`src/rtl/out_spike_buf.sv`:
```
`default_nettype none
// ============================================================================
// Module      : out_spike_buf
// Description : Output spike buffer. Collects per-neuron output spikes written
//               serially during a timestep into a collection buffer. On
//               start_i the collection buffer is snapshotted into a transmit
//               buffer, and every set bit is sent to the local router as one
//               packet {SRC_X, SRC_Y, neuron index} over a valid/ready link.
//               Collection of timestep t+1 overlaps transmission of t.
// Ports       : clk_i, rst_n_i (async, active-low)
//               start_i              timestep boundary pulse
//               wrEn_spike_i,
//               neuronAddr_i,
//               spike_i              serial spike write port
//               pkt_valid_o,
//               pkt_data_o,
//               pkt_ready_i          packet link to router
//               spike_out_o          copy of the last accepted snapshot
//               busy_o               scan/transmit in progress
//               done_o               1-cycle pulse when a snapshot is finished
//               overrun_o            sticky: start_i seen while busy
// Revision    : 1.0 - initial release
// ============================================================================
module out_spike_buf #(
    parameter int NUM_NEURONS          = 256,
    parameter int NEURON_CNT_BIT_WIDTH = 8,
    parameter int COORD_W              = 4,
    parameter int SRC_X                = 0,
    parameter int SRC_Y                = 0,
    parameter int PKT_W                = 2*COORD_W + NEURON_CNT_BIT_WIDTH
) (
    input  logic                            clk_i,
    input  logic                            rst_n_i,
    input  logic                            start_i,
    input  logic                            wrEn_spike_i,
    input  logic [NEURON_CNT_BIT_WIDTH-1:0] neuronAddr_i,
    input  logic                            spike_i,
    output logic                            pkt_valid_o,
    output logic [PKT_W-1:0]                pkt_data_o,
    input  logic                            pkt_ready_i,
    output logic [NUM_NEURONS-1:0]          spike_out_o,
    output logic                            busy_o,
    output logic                            done_o,
    output logic                            overrun_o
);

    localparam logic [NEURON_CNT_BIT_WIDTH-1:0] PTR_LAST =
        NEURON_CNT_BIT_WIDTH'(NUM_NEURONS - 1);
    localparam logic [COORD_W-1:0] SRC_X_F = COORD_W'(SRC_X);
    localparam logic [COORD_W-1:0] SRC_Y_F = COORD_W'(SRC_Y);

    typedef enum logic [1:0] {
        ST_IDLE = 2'd0,
        ST_SCAN = 2'd1,
        ST_SEND = 2'd2
    } state_t;

    state_t                          state_q,     state_d;
    logic [NUM_NEURONS-1:0]          col_q,       col_d;
    logic [NUM_NEURONS-1:0]          tx_q,        tx_d;
    logic [NUM_NEURONS-1:0]          spike_out_q, spike_out_d;
    logic [NEURON_CNT_BIT_WIDTH-1:0] ptr_q,       ptr_d;
    logic                            valid_q,     valid_d;
    logic [PKT_W-1:0]                data_q,      data_d;
    logic                            busy_q,      busy_d;
    logic                            done_q,      done_d;
    logic                            overrun_q,   overrun_d;

    always_comb begin
        state_d     = state_q;
        col_d       = col_q;
        tx_d        = tx_q;
        spike_out_d = spike_out_q;
        ptr_d       = ptr_q;
        valid_d     = valid_q;
        data_d      = data_q;
        busy_d      = busy_q;
        done_d      = 1'b0;
        overrun_d   = overrun_q;

        // Collection side. The clear on start_i comes first so that a write
        // in the same cycle lands in the next timestep's buffer.
        if (start_i) begin
            col_d = '0;
        end
        if (wrEn_spike_i && (32'(neuronAddr_i) < NUM_NEURONS)) begin
            col_d[neuronAddr_i] = spike_i;
        end

        // Snapshot source is col_q, i.e. the buffer before this cycle's
        // write, which keeps a same-cycle write out of the snapshot.
        if (start_i) begin
            if (state_q == ST_IDLE) begin
                tx_d        = col_q;
                spike_out_d = col_q;
                ptr_d       = '0;
                busy_d      = 1'b1;
                state_d     = ST_SCAN;
            end else begin
                overrun_d = 1'b1;
            end
        end

        case (state_q)
            ST_SCAN: begin
                if (tx_q[ptr_q]) begin
                    valid_d = 1'b1;
                    data_d  = {SRC_X_F, SRC_Y_F, ptr_q};
                    state_d = ST_SEND;
                end else if (ptr_q == PTR_LAST) begin
                    busy_d  = 1'b0;
                    done_d  = 1'b1;
                    state_d = ST_IDLE;
                end else begin
                    ptr_d = ptr_q + 1'b1;
                end
            end
            ST_SEND: begin
                if (pkt_ready_i) begin
                    valid_d = 1'b0;
                    if (ptr_q == PTR_LAST) begin
                        busy_d  = 1'b0;
                        done_d  = 1'b1;
                        state_d = ST_IDLE;
                    end else begin
                        ptr_d   = ptr_q + 1'b1;
                        state_d = ST_SCAN;
                    end
                end
            end
            default: begin
            end
        endcase
    end

    always_ff @(posedge clk_i or negedge rst_n_i) begin
        if (!rst_n_i) begin
            state_q     <= ST_IDLE;
            col_q       <= '0;
            tx_q        <= '0;
            spike_out_q <= '0;
            ptr_q       <= '0;
            valid_q     <= 1'b0;
            data_q      <= '0;
            busy_q      <= 1'b0;
            done_q      <= 1'b0;
            overrun_q   <= 1'b0;
        end else begin
            state_q     <= state_d;
            col_q       <= col_d;
            tx_q        <= tx_d;
            spike_out_q <= spike_out_d;
            ptr_q       <= ptr_d;
            valid_q     <= valid_d;
            data_q      <= data_d;
            busy_q      <= busy_d;
            done_q      <= done_d;
            overrun_q   <= overrun_d;
        end
    end

    assign pkt_valid_o = valid_q;
    assign pkt_data_o  = data_q;
    assign spike_out_o = spike_out_q;
    assign busy_o      = busy_q;
    assign done_o      = done_q;
    assign overrun_o   = overrun_q;

endmodule
`default_nettype wire
```
`config.mk`:
```
export PLATFORM = sky130hd
export DESIGN_NAME = out_spike_buf
export DESIGN_NICKNAME = d
export VERILOG_FILES = /design/src/rtl/out_spike_buf.sv
export SDC_FILE = /design/constraint.sdc
export NUM_CORES = 1
export LEC_CHECK = 0
export CORE_UTILIZATION = 37
export DETAILED_ROUTE_END_ITERATION = 16
export DONT_BUFFER_PORTS = 1
export PLACE_DENSITY_LB_ADDON = 0.05
export SYNTH_ARGS = -nofsm -noshare
export SYNTH_HDL_FRONTEND = slang
export SYNTH_SLANG_ARGS = --single-unit
```
`constraint.sdc`:
```
create_clock -name clk_i -period 3.93 [get_ports clk_i]
set_input_delay 0.9825 -clock clk_i [delete_from_list [all_inputs] [get_ports clk_i]]
set_output_delay 0.9825 -clock clk_i [all_outputs]
set_load 0.03 [all_outputs]
```
==> reports/metrics.yaml, run 1 <==
job:
  drv_cap: 0
sta:
  slew_violations: 405
  fin_crit_sh_pct: 85.1
  final.setup.tns_ps: 0
  setup_viol: 0
  min_period_ps: 3340
  skew_ps: 35.8
  slew_headroom_pct: -34.1
  hold_ws_ps: 45.2
  fmax_ghz: 0.299
  finalHoldViolations: 0
  timing.final.ws_setup_ps: 587
  grt_setup_unrepaired: "no"
  tightest_slew_ps: 2010
global_route:
  grtUsageMet2_pct: 43.3
  grt_pass1_vias: 20171
  grt_max_degree: 535
  met3_usage_pct: 7.52
  grt_usage_pct: 26.7
  use_met1_pct: 35.4
  antenna_found_initial: 1
  grt_pass1_wl_mm: 141
  grt-busiest-layer: "met2"
  grt_overflow_total: 0
power_and_ir_drop:
  p_int_mw: 9.53
  power.density_nw_per_um2: 474
  p_sw_mw: 3.89
  power.leakage_nw: 14.1
  pwr-share-comb_pct: 12.5
  ir_drop_v: 0.000336
  power_frac_seq_pct: 43.5
  clock_power_share_pct: 44.0
  swShare_pct: 29.0
  finalPower_mw: 13.4
clock_tree:
  cts-buffers-inserted: 61
  ctsResizeCount: 0
  insertion_delay_ps: 650
  clock_path_buffers: 3
  cts-root-buf: "clkbuf_16"
  clk_pin_slew_ps: 70
  post-cts-setup-buffers: 0
  hold_buffers: 0
  cts_num_sinks: 534
  cts_tree: "done"
  htreeDepth: 2
run_status:
  outcome: "complete, but fails checks"
  failed_checks: "slew limit"
worst_setup_path:
  reg2reg_slack_ps: 590
  crit_chain: "buf_4 -> mux4_2 -> a2111oi_0 -> a21o_1 -> a211o_1 -> a31oi_1 -> a21o_1 -> or3_1 -> o221ai_2"
  rr_worst_depth: 9
  critPathSlowestCell: "dfrtp_4"
  cp_top_family: "compound AO/OA/AOI/OAI gates"
  path_buf_inv: 1
  critPathCaptureType: "flop"
  reg2reg_to: "ptr_q[2]"
  cp.depth: 9
  crit_path_max_fanout: 36
  crit_path_start_kind: "flop"
  r2r-start: "ptr_q[1]"
  crit_type: "reg -> reg"
  required_ps: 4490
  crit_top_cell: "a21o_1"
  crit_arrival_ps: 3900
  slowest_delay_ps: 820
synth:
  ys_top_cells_by_area: "dfrtp_1, nand2_1, nand3b_1, nand3_1, mux4_2"
  ys.flop_type: "dfrtp_1"
  seq_area_frac_synth_pct: 52.2
  syn_area_per_cell_sq_um: 8.68
  syn_area_sq_um: 25600
  synth_edf_count: 0
  ys_types: 59
  yosys.area.top_type_share_pct: 52.2
  yosys_warnings: 0
  yosysTopAreaCell: "dfrtp_1"
  async_reset_ff_share_pct: 100
  synth-seq-cells: 534
  synthCells: 2947
routing:
  drt_pre_antenna_iters: 5
  via_per_inst: 5.50
  avgRoutedWirePerCell_um: 25.0
  ant_nets: 0
  routed_wl_mm: 93.8
  drc_errors: 0
  dr.first_iter.drc_count: 1798
  num_vias: 20619
floorplanning:
  die_h_um: 265
  core_sq_um: 68500
  die_w_um: 265
  num_rows: 96
  num_io_pins: 290
  initial_core_util_pct: 37.4
  die-area_sq_um: 70200
cells_and_area:
  drive_above_1_share_pct: 9.14
  mostFrequentLayoutCell: "nand2_1"
  fin_area_sq_um: 28300
  most-common-layout-cells: "nand2_1, dfrtp_1, nand3_1"
  nNetsFinal: 2833
  final.fill_count: 6719
  fin_cells: 3751
  post-route-util_pct: 41.4
  area_delta_synth_final_pct: 10.8
place:
  hpwl_mm: 57.1
  portBuffers: 0
  dpl.cell_count: 3634
  place_congestion: 0.815
  place_ws_ps: 490
  placed_area_sq_um: 26300
worst_hold_path:
  hold_class: "in -> async"
[worst max-delay path by stage]
stage	start	end	slack, ps
after floorplan	ptr_q[0]	ptr_q[1]	1170
after global placement	ptr_q[0]	pkt_data_o[1]	520
after detailed placement	ptr_q[0]	pkt_data_o[0]	490
after CTS	ptr_q[0]	pkt_data_o[0]	500
after global routing	ptr_q[0]	pkt_data_o[0]	360
final	ptr_q[1]	ptr_q[2]	590
[cells in the mapped netlist (5+ instances only)]
master and instances:
a21oi_1 17, a22oi_1 8, a31oi_1 7, and2_1 7, and3_1 18, buf_1 34, buf_2 7, buf_4 10
buf_6 6, clkbuf_1 197, dfrtp_1 534, inv_1 10, mux2_2 11, mux2i_1 33, mux4_2 50, nand2_1 1302
nand2b_1 42, nand3_1 236, nand3b_1 226, nor2_1 57, nor2b_1 14, nor3_1 10, o21ai_0 43, o221ai_2 5
o22ai_1 10
[final cells by class]
cell class	instances	area (sq um)	share of cell area, %
Inverter	10	37.5	0.132
Timing Repair Buffer	53	523	1.85
Multi-Input combinational cell	2155	11200	39.6
Sequential cell	534	13400	47.2
Antenna cell	1	2.50	0.00883
Tap cell	882	1100	3.89
Clock buffer	93	1870	6.60
Clock inverter	23	203	0.715
[power groups by stage]
stage	sequential (mW)	clock [mW]	combinational, mW
after global placement	5.94	0	1.68
after detailed placement	5.94	0	1.69
final	5.84	5.91	1.68
after CTS	5.84	6.03	1.70
after global routing	5.86	6.24	1.79
after floorplan	5.80	0	1.32
[metal layers]
metal	wire (um)	up-vias	part of all wire (%)
met3	7090	111	7.6
met2	44700	589	48
met5	0	-	0
met1	40200	10535	43
li1	-	9384	-
met4	1880	0	2.0
[state kept, by name, summed over array words and instances (netlist names)]
| name | cells |
|---|---|
| spike_out_o | 256 |
| done_o | 1 |
| pkt_valid_o | 1 |
| col_q | 256 |
| state_q | 2 |
| overrun_o | 1 |
| ptr_q | 8 |
| pkt_data_o | 8 |
| busy_o | 1 |
[kinds of logic after synthesis]
kind of cell / count (synthesis) / share of synthesized area, %
fa+ha+maj: 4 / 0.196
buf+inv: 265 / 4.29
mux: 96 / 6.28
simple gates: 1920 / 33.6
xor+xnor: 2 / 0.0685
compound gates: 125 / 3.34
flops: 534 / 52.2
other cells: 1 / 0.0147
No activity file was read; power rests on OpenSTA's default activity.
==> inputs of run 2 (changes only) <==
DONT_BUFFER_PORTS = unset   (was 1)
PLACE_DENSITY_LB_ADDON = unset   (was 0.05)
==> reports/metrics.yaml, run 2 (same netlist as run 1, synthesis figures left out) <==
cells_and_area:
  fin_cells: 4045
  area_delta_synth_final_pct: 22.2
  mostFrequentLayoutCell: "nand2_1"
  final.fill_count: 6451
  fin_area_sq_um: 31300
  drive_above_1_share_pct: 8.50
  insertedDiodeCount: 0
  nNetsFinal: 3135
  most-common-layout-cells: "nand2_1, dfrtp_1, clkdlybuf4s50_1"
clock_tree:
  htreeDepth: 2
  hold_buffers: 0
  ctsResizeCount: 0
  cts-buffers-inserted: 57
  clk_pin_slew_ps: 60
  insertion_delay_ps: 630
  clock_path_buffers: 3
  cts-root-buf: "clkbuf_16"
  post-cts-setup-buffers: 0
  cts_num_sinks: 534
  cts_tree: "done"
floorplanning:
  die_w_um: 265
  die-area_sq_um: 70200
  die_h_um: 265
  core_sq_um: 68500
  num_rows: 96
  num_io_pins: 290
  initial_core_util_pct: 37.4
place:
  dpl.cell_count: 3939
  portBuffers: 281
  placed_area_sq_um: 29400
  hpwl_mm: 58.2
  place_ws_ps: 310
  place_congestion: 0.866
sta:
  min_period_ps: 3590
  slew_violations: 0
  skew_ps: 30.5
  final.setup.tns_ps: 0
  timing.final.ws_setup_ps: 342
  slew_headroom_pct: 25.9
  tightest_slew_ps: 1110
  finalHoldViolations: 0
  fin_crit_sh_pct: 91.3
  fmax_ghz: 0.279
  setup_viol: 0
  grt_setup_unrepaired: "no"
power_and_ir_drop:
  finalPower_mw: 13.3
  ir_drop_v: 0.000322
  power.leakage_nw: 15.1
  power.density_nw_per_um2: 426
worst_setup_path:
  rr_worst_depth: 9
  r2r-start: "ptr_q[0]"
  crit_path_max_fanout: 20
  reg2reg_to: "pkt_data_o[0]"
  worstSetupStartpoint: "ptr_q[0]"
  crit_path_start_kind: "flop"
  required_ps: 4440
  reg2reg_slack_ps: 340
  critPathCaptureType: "flop"
  crit_type: "reg -> reg"
  crit_arrival_ps: 4100
global_route:
  grt_max_degree: 157
  grt_pass1_wl_mm: 135
  grt_overflow_total: 0
  antenna_found_initial: 0
  grt_usage_pct: 25.1
  grt_pass1_vias: 21468
run_status:
  outcome: "finished clean"
routing:
  ant_nets: 0
  drt_pre_antenna_iters: 5
  via_per_inst: 5.47
  drc_errors: 0
  avgRoutedWirePerCell_um: 22.1
  routed_wl_mm: 89.5
  num_vias: 22121
  dr.first_iter.drc_count: 2000
job:
  drv_cap: 0
worst_hold_path:
  hold_class: "in -> async"
[run 2: cell types whose count changed in the layout (fill, tap and decap cells not counted), moves of 4 or more]
| cell | change |
|---|---|
| clkbuf_16 | -5 |
| clkdlybuf4s50_1 | +278 |
| and3_2 | -7 |
| clkinv_2 | -4 |
| buf_4 | +15 |
| clkbuf_8 | -9 |
| and3_1 | +7 |
| buf_12 | +9 |
[run 2: worst max path at each step]
stage	slack [ps]	depth (start not counted)	endpoint
after CTS	300	9	pkt_data_o[0]
final	340	9	pkt_data_o[0]
after global placement	420	10	pkt_data_o[2]
after detailed placement	310	9	pkt_data_o[0]
after global routing	110	10	done_o
after floorplan	1170	12	ptr_q[1]
[run 2: layout make-up]
class	instances	area [sq um]	area share, %
sequential	534	13400	42.8
multi-input combinational	2155	11200	35.9
timing repair buffer	359	3660	11.7
clock buffer	82	1630	5.22
tap	882	1100	3.53
clock inverter	23	243	0.776
inverter	10	37.5	0.120
[run 2: worst max-delay path, cell delays in order (launching register included)]
cell and delay (ps):
dfrtp_4 690, buf_12 260, mux4_2 520, a2111oi_0 480, a21o_1 220, a211o_1 200, a31oi_1 190, a21o_1 230
nand2_1 300, mux2_2 390
[run 2: power breakdown]
part	leakage (nW)	internal, mW	total, mW	switching (mW)
Combinational	6.73	0.611	2.08	1.47
Sequential	7.44	5.57	5.75	0.183
Clock	0.912	3.14	5.47	2.33
[run 2: metrics by stage]
stage / util [%] / hold slack [ps]
after global routing: 45.7 / 360
after global placement: 42.9 / 445
final: 45.7 / 339
after detailed placement: 42.9 / 450
after floorplan: - / 439
after CTS: 45.6 / 337
[run 2: routing by layer]
metal	part of all wire [%]	track usage, %	wire length (um)	up-vias
met5	0	0	0	-
met4	3.5	8.70	3090	0
met3	6.3	3.48	5670	166
met2	47	40.2	42300	871
met1	43	34.9	38400	11124
li1	-	-	-	9960
